<file path="config.mk">
export PLATFORM = sky130hd
export DESIGN_NAME = eth10_tx_sched
export DESIGN_NICKNAME = d
export VERILOG_FILES = /design/src/rtl/eth10_tx_sched.sv
export SDC_FILE = /design/constraint.sdc
export NUM_CORES = 1
export LEC_CHECK = 0
export BUFFER_PORTS_ARGS = -buffer_cell sky130_fd_sc_hd__buf_2
export CAP_MARGIN = 40
export CORE_MARGIN = 1
export CORE_UTILIZATION = 25
export CTS_CLUSTER_SIZE = 12
export DETAILED_ROUTE_END_ITERATION = 6
export MAX_ROUTING_LAYER = met4
export PLACE_DENSITY = 0.36
export SLEW_MARGIN = 0
export SYNTH_ARGS = -nofsm -noshare
export SYNTH_HDL_FRONTEND = slang
export SYNTH_SLANG_ARGS = --single-unit
</file>
<file path="constraint.sdc">
create_clock -name clk -period 3.2 [get_ports clk]
set_input_delay 0.16 -clock clk [delete_from_list [all_inputs] [get_ports clk]]
set_output_delay 0.16 -clock clk [all_outputs]
set_load 0.02 [all_outputs]
</file>
<file path="src/rtl/eth10_tx_sched.sv">
// Transmit scheduler for a 10BASE-T datapath: arbitrates frame sources, enforces IFG,
// emits idle link pulses and stretches Led_Tx. Define ETH10_TX_SCHED_RR_EN for round-robin arbitration.
module eth10_tx_sched #(
    parameter int NREQ      = 2,
    parameter int IFG_CYC   = 192,
    parameter int NLP_CYC   = 320000,
    parameter int NLP_W_CYC = 2,
    parameter int LED_CYC   = 2000000,
    parameter int START_TO  = 8,
    localparam int SELW     = (NREQ > 1) ? $clog2(NREQ) : 1
) (
    input  logic            clk,
    input  logic            resetn,
    input  logic [NREQ-1:0] req,
    output logic [NREQ-1:0] gnt,
    output logic [SELW-1:0] tx_sel,
    output logic            tx_start,
    input  logic            tx_busy,
    output logic            nlp,
    output logic            tx_err,
    output logic            Led_Tx
);

    typedef enum logic [2:0] {IDLE, START, WAIT_BUSY, BUSY, IFG, NLP} state_t;

    localparam int PH_MAX = (IFG_CYC > START_TO) ? ((IFG_CYC > NLP_W_CYC) ? IFG_CYC : NLP_W_CYC)
                                                 : ((START_TO > NLP_W_CYC) ? START_TO : NLP_W_CYC);
    localparam int PH_W   = $clog2(PH_MAX + 1);
    localparam int IDLE_W = $clog2(NLP_CYC + 1);
    localparam int LED_W  = (LED_CYC > 0) ? $clog2(LED_CYC + 1) : 1;

    localparam logic [PH_W-1:0]   IFG_LAST   = PH_W'(IFG_CYC - 1);
    localparam logic [PH_W-1:0]   TO_LAST    = PH_W'(START_TO - 1);
    localparam logic [PH_W-1:0]   NLPW_LAST  = PH_W'(NLP_W_CYC - 1);
    localparam logic [IDLE_W-1:0] IDLE_LAST  = IDLE_W'(NLP_CYC - 1);
    localparam logic [LED_W-1:0]  LED_RELOAD = LED_W'(LED_CYC);

    state_t            state_q, state_d;
    logic [PH_W-1:0]   ph_cnt_q, ph_cnt_d;
    logic [IDLE_W-1:0] idle_cnt_q, idle_cnt_d;
    logic [LED_W-1:0]  led_cnt_q, led_cnt_d;
    logic [NREQ-1:0]   gnt_q, gnt_d;
    logic [SELW-1:0]   sel_q, sel_d;

    logic              any_req;
    logic [NREQ-1:0]   req_rot;
    logic [SELW-1:0]   rot_pos;
    logic [SELW-1:0]   arb_idx;
    logic [NREQ-1:0]   arb_gnt;

`ifdef ETH10_TX_SCHED_RR_EN
    localparam logic [SELW:0]   NREQ_X   = (SELW + 1)'(NREQ);
    localparam logic [SELW-1:0] SEL_LAST = SELW'(NREQ - 1);
    logic [SELW-1:0]   ptr_q, ptr_d;
    logic [2*NREQ-1:0] req_dbl;
    logic [SELW:0]     idx_sum;
`endif

    assign any_req = |req;

    // Rotate requests so the search origin sits at bit 0, then take the lowest set bit.
    always_comb begin
`ifdef ETH10_TX_SCHED_RR_EN
        req_dbl = {req, req} >> ptr_q;
        req_rot = req_dbl[NREQ-1:0];
`else
        req_rot = req;
`endif
        rot_pos = '0;
        for (int k = NREQ - 1; k >= 0; k--) begin
            if (req_rot[k]) rot_pos = SELW'(k);
        end
`ifdef ETH10_TX_SCHED_RR_EN
        idx_sum = {1'b0, ptr_q} + {1'b0, rot_pos};
        if (idx_sum >= NREQ_X) idx_sum = idx_sum - NREQ_X;
        arb_idx = idx_sum[SELW-1:0];
        ptr_d   = ptr_q;
        if (state_q == IDLE && any_req) ptr_d = (arb_idx == SEL_LAST) ? '0 : arb_idx + 1'b1;
`else
        arb_idx = rot_pos;
`endif
        arb_gnt = NREQ'(1) << arb_idx;
    end

    always_ff @(posedge clk) begin
        if (!resetn) begin
            state_q    <= IDLE;
            ph_cnt_q   <= '0;
            idle_cnt_q <= '0;
            led_cnt_q  <= '0;
            gnt_q      <= '0;
            sel_q      <= '0;
`ifdef ETH10_TX_SCHED_RR_EN
            ptr_q      <= '0;
`endif
        end else begin
            state_q    <= state_d;
            ph_cnt_q   <= ph_cnt_d;
            idle_cnt_q <= idle_cnt_d;
            led_cnt_q  <= led_cnt_d;
            gnt_q      <= gnt_d;
            sel_q      <= sel_d;
`ifdef ETH10_TX_SCHED_RR_EN
            ptr_q      <= ptr_d;
`endif
        end
    end

    // A pending request beats a due link pulse; a running pulse is never cut short.
    always_comb begin
        state_d = state_q;
        case (state_q)
            IDLE: begin
                if (any_req)                       state_d = START;
                else if (idle_cnt_q == IDLE_LAST)  state_d = NLP;
            end
            START:     state_d = WAIT_BUSY;
            WAIT_BUSY: begin
                if (tx_busy)                       state_d = BUSY;
                else if (ph_cnt_q == TO_LAST)      state_d = IFG;
            end
            BUSY:      if (!tx_busy)               state_d = IFG;
            IFG:       if (ph_cnt_q == IFG_LAST)   state_d = IDLE;
            NLP:       if (ph_cnt_q == NLPW_LAST)  state_d = IDLE;
            default:                               state_d = IDLE;
        endcase
    end

    always_comb begin
        if (state_d != state_q)                       ph_cnt_d = '0;
        else if (state_q inside {WAIT_BUSY, IFG, NLP}) ph_cnt_d = ph_cnt_q + 1'b1;
        else                                          ph_cnt_d = '0;

        // idle_cnt measures time since the last frame end or link pulse.
        idle_cnt_d = idle_cnt_q;
        if (state_q == IDLE && idle_cnt_q != IDLE_LAST) idle_cnt_d = idle_cnt_q + 1'b1;
        if ((state_q == IFG || state_q == NLP) && state_d == IDLE) idle_cnt_d = '0;

        if (state_d == START)        led_cnt_d = LED_RELOAD;
        else if (led_cnt_q != '0)    led_cnt_d = led_cnt_q - 1'b1;
        else                         led_cnt_d = led_cnt_q;

        gnt_d = gnt_q;
        sel_d = sel_q;
        if (state_q == IDLE && any_req) begin
            gnt_d = arb_gnt;
            sel_d = arb_idx;
        end
        if (state_d == IFG && state_q != IFG) begin
            gnt_d = '0;
            sel_d = '0;
        end
    end

    always_comb begin
        tx_start = (state_q == START);
        nlp      = (state_q == NLP);
        tx_err   = (state_q == WAIT_BUSY) && !tx_busy && (ph_cnt_q == TO_LAST);
        Led_Tx   = (state_q == START) || (led_cnt_q != '0);
    end

    assign gnt    = gnt_q;
    assign tx_sel = sel_q;

endmodule

</file>
==> impl_metrics.env, run 1 <==
export IMPL_skew_ns=0.00926
export IMPL_fin_tns_setup_ns=0
export IMPL_antennaDiodeCount=0
export IMPL_initial_core_util=0.261
export IMPL_synth_area_um2=2710
export IMPL_yosysWarningCount=0
export IMPL_ys_seq_elements=53
export IMPL_min_period_ns=2.50
export IMPL_worstMarginPinSlew_ns=0.597
export IMPL_worstPathArrival_ns=2.34
export IMPL_drive_gt1_frac=0.119
export IMPL_end_kind="output pin"
export IMPL_synth_seq_area_share=0.391
export IMPL_cts_made_buffers=5
export IMPL_drtPass1Iterations=4
export IMPL_antenna_found_initial=0
export IMPL_hold_path_class="in -> reg"
export IMPL_clkTransAtPathRegs_ns=0.09
export IMPL_fillerInstances=1130
export IMPL_cp_max_fo=12
export IMPL_via_per_inst=4.70
export IMPL_syn_nets=321
export IMPL_pin_count=12
export IMPL_clk_latency_ns=0.31
export IMPL_slew_headroom=0.599
export IMPL_grt_setup_unrepaired="false"
export IMPL_crit_buf_inv=2
export IMPL_path_class="reg -> out"
export IMPL_setup_violations_final=0
export IMPL_grtUsageTotal=0.118
export IMPL_drv_cap=0
export IMPL_cts_sinks=53
export IMPL_place_gp_congestion=0.703
export IMPL_die_x_um=106
export IMPL_grt_max_degree=20
export IMPL_clockBufferDepth=2
export IMPL_slowest_stage="or4_1"
export IMPL_post_cts_setup_buffers=0
export IMPL_row_count=37
export IMPL_status="complete, no violations"
export IMPL_cpPeakStageDelay_ns=0.50
export IMPL_rrSetupSlack_ns=0.89
export IMPL_synth_common_cells="53 x dfxtp_1, 39 x nor2_1, 24 x nand2_1"
export IMPL_die_area_um2=11300
export IMPL_drtIter0Drc=75
export IMPL_drtAntennaViolNets=0
export IMPL_required_ns=3.04
export IMPL_vdd_drop_max_uv=260
export IMPL_synth_area_leaders="dfxtp_1 39%, xor2_1 6.5%, nor2_1 5.4%"
export IMPL_yosysTopAreaCell="dfxtp_1"
export IMPL_grt_pass1_vias=2067
export IMPL_drc_errors=0
export IMPL_cts_root_buf="clkbuf_8"
export IMPL_final_hold_viol_count=0
export IMPL_synth_cells=312
export IMPL_fin_ws_ns=0.705
export IMPL_die_h_um=106
export IMPL_p_leak_nw=1.06
export IMPL_drt_total_wl_um=5970
export IMPL_min_period_over_period=0.780
export IMPL_crit_chain="inv_1 -> ha_1 -> nor3b_1 -> nand2_1 -> or4_1 -> buf_2"
export IMPL_holdBufCountCts=0
export IMPL_grt_pass1_wl_um=10400
export IMPL_max_freq_mhz=401
export IMPL_synth_top_area_frac=0.391
export IMPL_area_delta_synth_final_pct=10.3
export IMPL_routedWlPerCell_um=13.1
export IMPL_cts_tree="done"
export IMPL_synth_most_common_cell="dfxtp_1"
export IMPL_vias=2141
export IMPL_crit_family="simple AND/OR/NAND/NOR gates"
export IMPL_cts_resized=0
export IMPL_overflow=0
export IMPL_async_reset_ff_frac=0
export IMPL_synth_edf_count=0
export IMPL_drv_slew=0
export IMPL_dpl_hpwl_um=4180
export IMPL_portBuffers=11
export IMPL_ys_types=56
export IMPL_p_total_w=0.00202
export IMPL_nets=328
export IMPL_dp_slack_ns=0.873
export IMPL_p_per_area_nw_per_um2=676
export IMPL_htree_levels=2
export IMPL_ys_flop_type="dfxtp_1"
export IMPL_syn_avg_cell_area_um2=8.70
export IMPL_core_um2=10400
export IMPL_worstSetupStartpointType="flop"
## sequential cells by signal, summed over array words and instances, names as in the netlist
register,flops
gnt,2
led_cnt_q,21
state_q,3
ph_cnt_q,8
idle_cnt_q,19
## kinds of logic (layout without fill, tap and decap cells)
kind of cell    count (synthesis)  in the layout  synth area share
buf+inv                        22             30            0.0396
xor+xnor                       28             28            0.0904
mux                             2              2           0.00738
simple gates                  149            149             0.316
flops                          53             53             0.391
fa+ha+maj                       4              4            0.0184
compound gates                 54             54             0.137
## placed cells by master, fill, tap and decap left out, types with 5 or more instances in the layout
master	n
nand3_1	8
xnor2_1	8
clkbuf_8	6
and2_1	7
and4_1	6
buf_2	11
a31oi_1	5
a21oi_1	13
and3_1	5
nand4_1	10
inv_1	9
nor2_1	39
nor3_1	10
xor2_1	20
nand2_1	24
o21ai_0	14
dfxtp_1	53
or3_1	6
## cell type report
type                    instances  area, um^2  area share
inverters                      10        37.5      0.0125
flip-flops and latches         53        1060       0.355
multi-input cells             237        1550       0.516
clock buffers                   7        86.3      0.0288
repair buffers                 12        62.6      0.0209
well taps                     136         170      0.0569
clock inverters                 1        30.0      0.0100
## worst reg2reg max path, stage by stage (launching register included)
cell	delay, ns
dfxtp_1	0.44
nor3_4	0.32
and2_1	0.45
or3b_1	0.44
a41oi_2	0.43
nor3_1	0.11
## through the flow
step / area, um^2 / hold WS, ns / std cells / util
finish: 2990 / 0.123 / 456 / 0.287
global route: 2990 / 0.107 / 456 / 0.287
CTS: 2990 / 0.106 / 456 / 0.287
detailed placement: 2880 / 0.443 / 448 / 0.276
global placement: 2880 / 0.440 / 448 / 0.276
floorplan: 2710 / 0.265 / 312 / -
## report_power, final
part           internal (W)  total, W  switching (W)
Combinational      0.000271  0.000667       0.000396
Sequential         0.000756  0.000866       0.000110
Clock              0.000256  0.000489       0.000233
Total               0.00128   0.00202       0.000739
## per-layer routing
metal	routed length, um	GRT usage
met1	3100	0.152
met3	97	0.0202
met4	40	0.0327
met5	0	-
met2	2730	0.190
## path summary, 6_finish.rpt
path,depth (start not counted),end,startpoint
min reg2reg,1,idle_cnt_q[6],idle_cnt_q[6]
max,6,Led_Tx,led_cnt_q[0]
min,2,gnt[1],req[0]
max reg2reg,5,ph_cnt_q[3],state_q[0]
Note: power is estimated with default switching activity, not from simulation.
==> run 2: changes to the inputs <==
==> constraint.sdc (replaced) <==
create_clock -name clk -period 2.4 [get_ports clk]
set_input_delay 0.12 -clock clk [delete_from_list [all_inputs] [get_ports clk]]
set_output_delay 0.12 -clock clk [all_outputs]
set_load 0.02 [all_outputs]
==> run 2 against run 1 <==
- clock-buffer cell count is the same
- wire length rose by 0.52%
- register-to-register slack worse by 0.52 ns
- critical path depth up 1
- non-clock buffer count grew 10
- global-route usage down 0.26 points
- combinational power grew 46%
- sequential power up 32%
- utilization up 0.43 points
- highest routed layer unchanged
==> impl_metrics.env, run 2 (synthesis gave the netlist of run 1 again) <==
export IMPL_r2r_end="ph_cnt_q[6]"
export IMPL_drive_gt1_frac=0.143
export IMPL_place_gp_congestion=0.734
export IMPL_dpl_hpwl_um=4260
export IMPL_hold_depth=2
export IMPL_rrSetupSlack_ns=0.37
export IMPL_htree_levels=2
export IMPL_internal_power_w=0.00166
export IMPL_grt_pass1_wl_um=10200
export IMPL_worstMarginPinSlew_ns=0.599
export IMPL_layout_commonest_cell="dfxtp_1"
export IMPL_portBuffers=11
export IMPL_whs_ns=0.0971
export IMPL_comb_power_share=0.370
export IMPL_hold_path_class="in -> reg"
export IMPL_placed_cell_area_um2=2950
export IMPL_required_ns=2.28
export IMPL_worstPathArrival_ns=2.11
export IMPL_min_from="req[0]"
export IMPL_drt_total_wl_um=6000
export IMPL_drtPass1Iterations=4
export IMPL_skew_ns=0.00806
export IMPL_drtIter0Drc=59
export IMPL_die_x_um=106
export IMPL_status="complete, no violations"
export IMPL_power_switching_w=0.000981
export IMPL_vias=2230
export IMPL_initial_core_util=0.261
export IMPL_pin_count=12
export IMPL_die_area_um2=11300
export IMPL_cts_tree="done"
export IMPL_vdd_drop_max_uv=318
export IMPL_worstSetupStartpointType="flop"
export IMPL_switching_share=0.371
export IMPL_overflow=0
export IMPL_clkTransAtPathRegs_ns=0.09
export IMPL_reg2reg_depth=5
export IMPL_grtUsageTotal=0.115
export IMPL_clock_power_share=0.198
export IMPL_routedWlPerCell_um=12.9
export IMPL_grt_max_degree=20
export IMPL_clk_latency_ns=0.30
export IMPL_grt_setup_unrepaired="false"
export IMPL_p_leak_nw=1.09
export IMPL_final_area_um2=3040
export IMPL_end_kind="output pin"
export IMPL_row_count=37
export IMPL_cp_max_fo=11
export IMPL_nets=338
export IMPL_p_per_area_nw_per_um2=870
export IMPL_core_um2=10400
export IMPL_fin_tns_setup_ns=0
export IMPL_area_delta_synth_final_pct=11.9
export IMPL_reg_top3="led_cnt_q: 21 flops, idle_cnt_q: 19 flops, ph_cnt_q: 8 flops"
export IMPL_antenna_found_initial=0
export IMPL_crit_chain="inv_1 -> ha_1 -> nor3b_1 -> nand2_1 -> buf_4 -> or4_1 -> buf_2"
export IMPL_die_h_um=106
export IMPL_slowest_stage="or4_1"
export IMPL_drtAntennaViolNets=0
export IMPL_pwr_share_seq=0.432
export IMPL_cts_made_buffers=5
export IMPL_grt_pass1_vias=2124
export IMPL_min_to="gnt[1]"
export IMPL_antennaDiodeCount=0
export IMPL_drv_slew=0
export IMPL_drc_errors=0
export IMPL_cpPeakStageDelay_ns=0.41
export IMPL_clockBufferDepth=2
export IMPL_cts_root_buf="clkbuf_8"
export IMPL_cts_sinks=53
export IMPL_final_cell_mix="53 x dfxtp_1, 39 x nor2_1, 24 x nand2_1"
export IMPL_min_period_over_period=0.928
export IMPL_post_cts_setup_buffers=0
export IMPL_drv_cap=0
export IMPL_final_hold_viol_count=0
export IMPL_slew_headroom=0.601
export IMPL_regMostFlops="led_cnt_q"
export IMPL_largest_reg_flops=21
export IMPL_setup_violations_final=0
export IMPL_max_freq_mhz=449
export IMPL_holdBufCountCts=0
export IMPL_r2r_start="idle_cnt_q[12]"
export IMPL_via_per_inst=4.80
export IMPL_path_class="reg -> out"
export IMPL_min_period_ns=2.23
export IMPL_cts_resized=0
run 2: per-stage QoR:
stage	utilization	total power (W)	cells	worst slack, ns
global placement	0.283	0.00215	458	0.371
floorplan	-	0.00189	312	0.596
CTS	0.292	0.00270	465	0.148
detailed placement	0.283	0.00215	458	0.364
finish	0.292	0.00264	465	0.174
global route	0.292	0.00286	465	0.0327
run 2: final cells by class:
type | count | area (um^2)
clock buffer | 7 | 86.3
fill | 1143 | 7380
inverter | 10 | 37.5
multi-input combinational | 237 | 1550
sequential | 53 | 1060
tap | 136 | 170
timing repair buffer | 22 | 138
run 2: how the worst max path moves through the flow:
| stage | startpoint | cells past startpoint | endpoint |
|---|---|---|---|
| global placement | idle_cnt_q[12] | 5 | ph_cnt_q[4] |
| finish | led_cnt_q[0] | 7 | Led_Tx |
| global route | led_cnt_q[0] | 7 | Led_Tx |
| detailed placement | state_q[0] | 5 | led_cnt_q[1] |
| CTS | led_cnt_q[0] | 7 | Led_Tx |
| floorplan | ph_cnt_q[0] | 7 | idle_cnt_q[1] |
run 2: power by group through the flow:
stage | Clock, W | Combinational, W | Sequential (W)
global placement | 0 | 0.000988 | 0.00116
global route | 0.000588 | 0.00111 | 0.00117
detailed placement | 0 | 0.000993 | 0.00116
finish | 0.000524 | 0.000977 | 0.00114
CTS | 0.000557 | 0.000996 | 0.00114
floorplan | 0 | 0.000750 | 0.00114
run 2: critical path: cells and delay by family, from the launching register on:
kind | cells | cell delay [ns]
fa+ha+maj | 1 | 0.17
buf+inv | 3 | 0.46
flops | 1 | 0.35
simple gates | 3 | 0.83
run 2: layer usage:
layer,global-route usage,up-vias,part of all wire
met2,0.190,18,0.47
li1,-,1148,-
met4,0.0298,0,0.011
met5,-,-,0
met1,0.147,1058,0.51
met3,0.0184,6,0.016
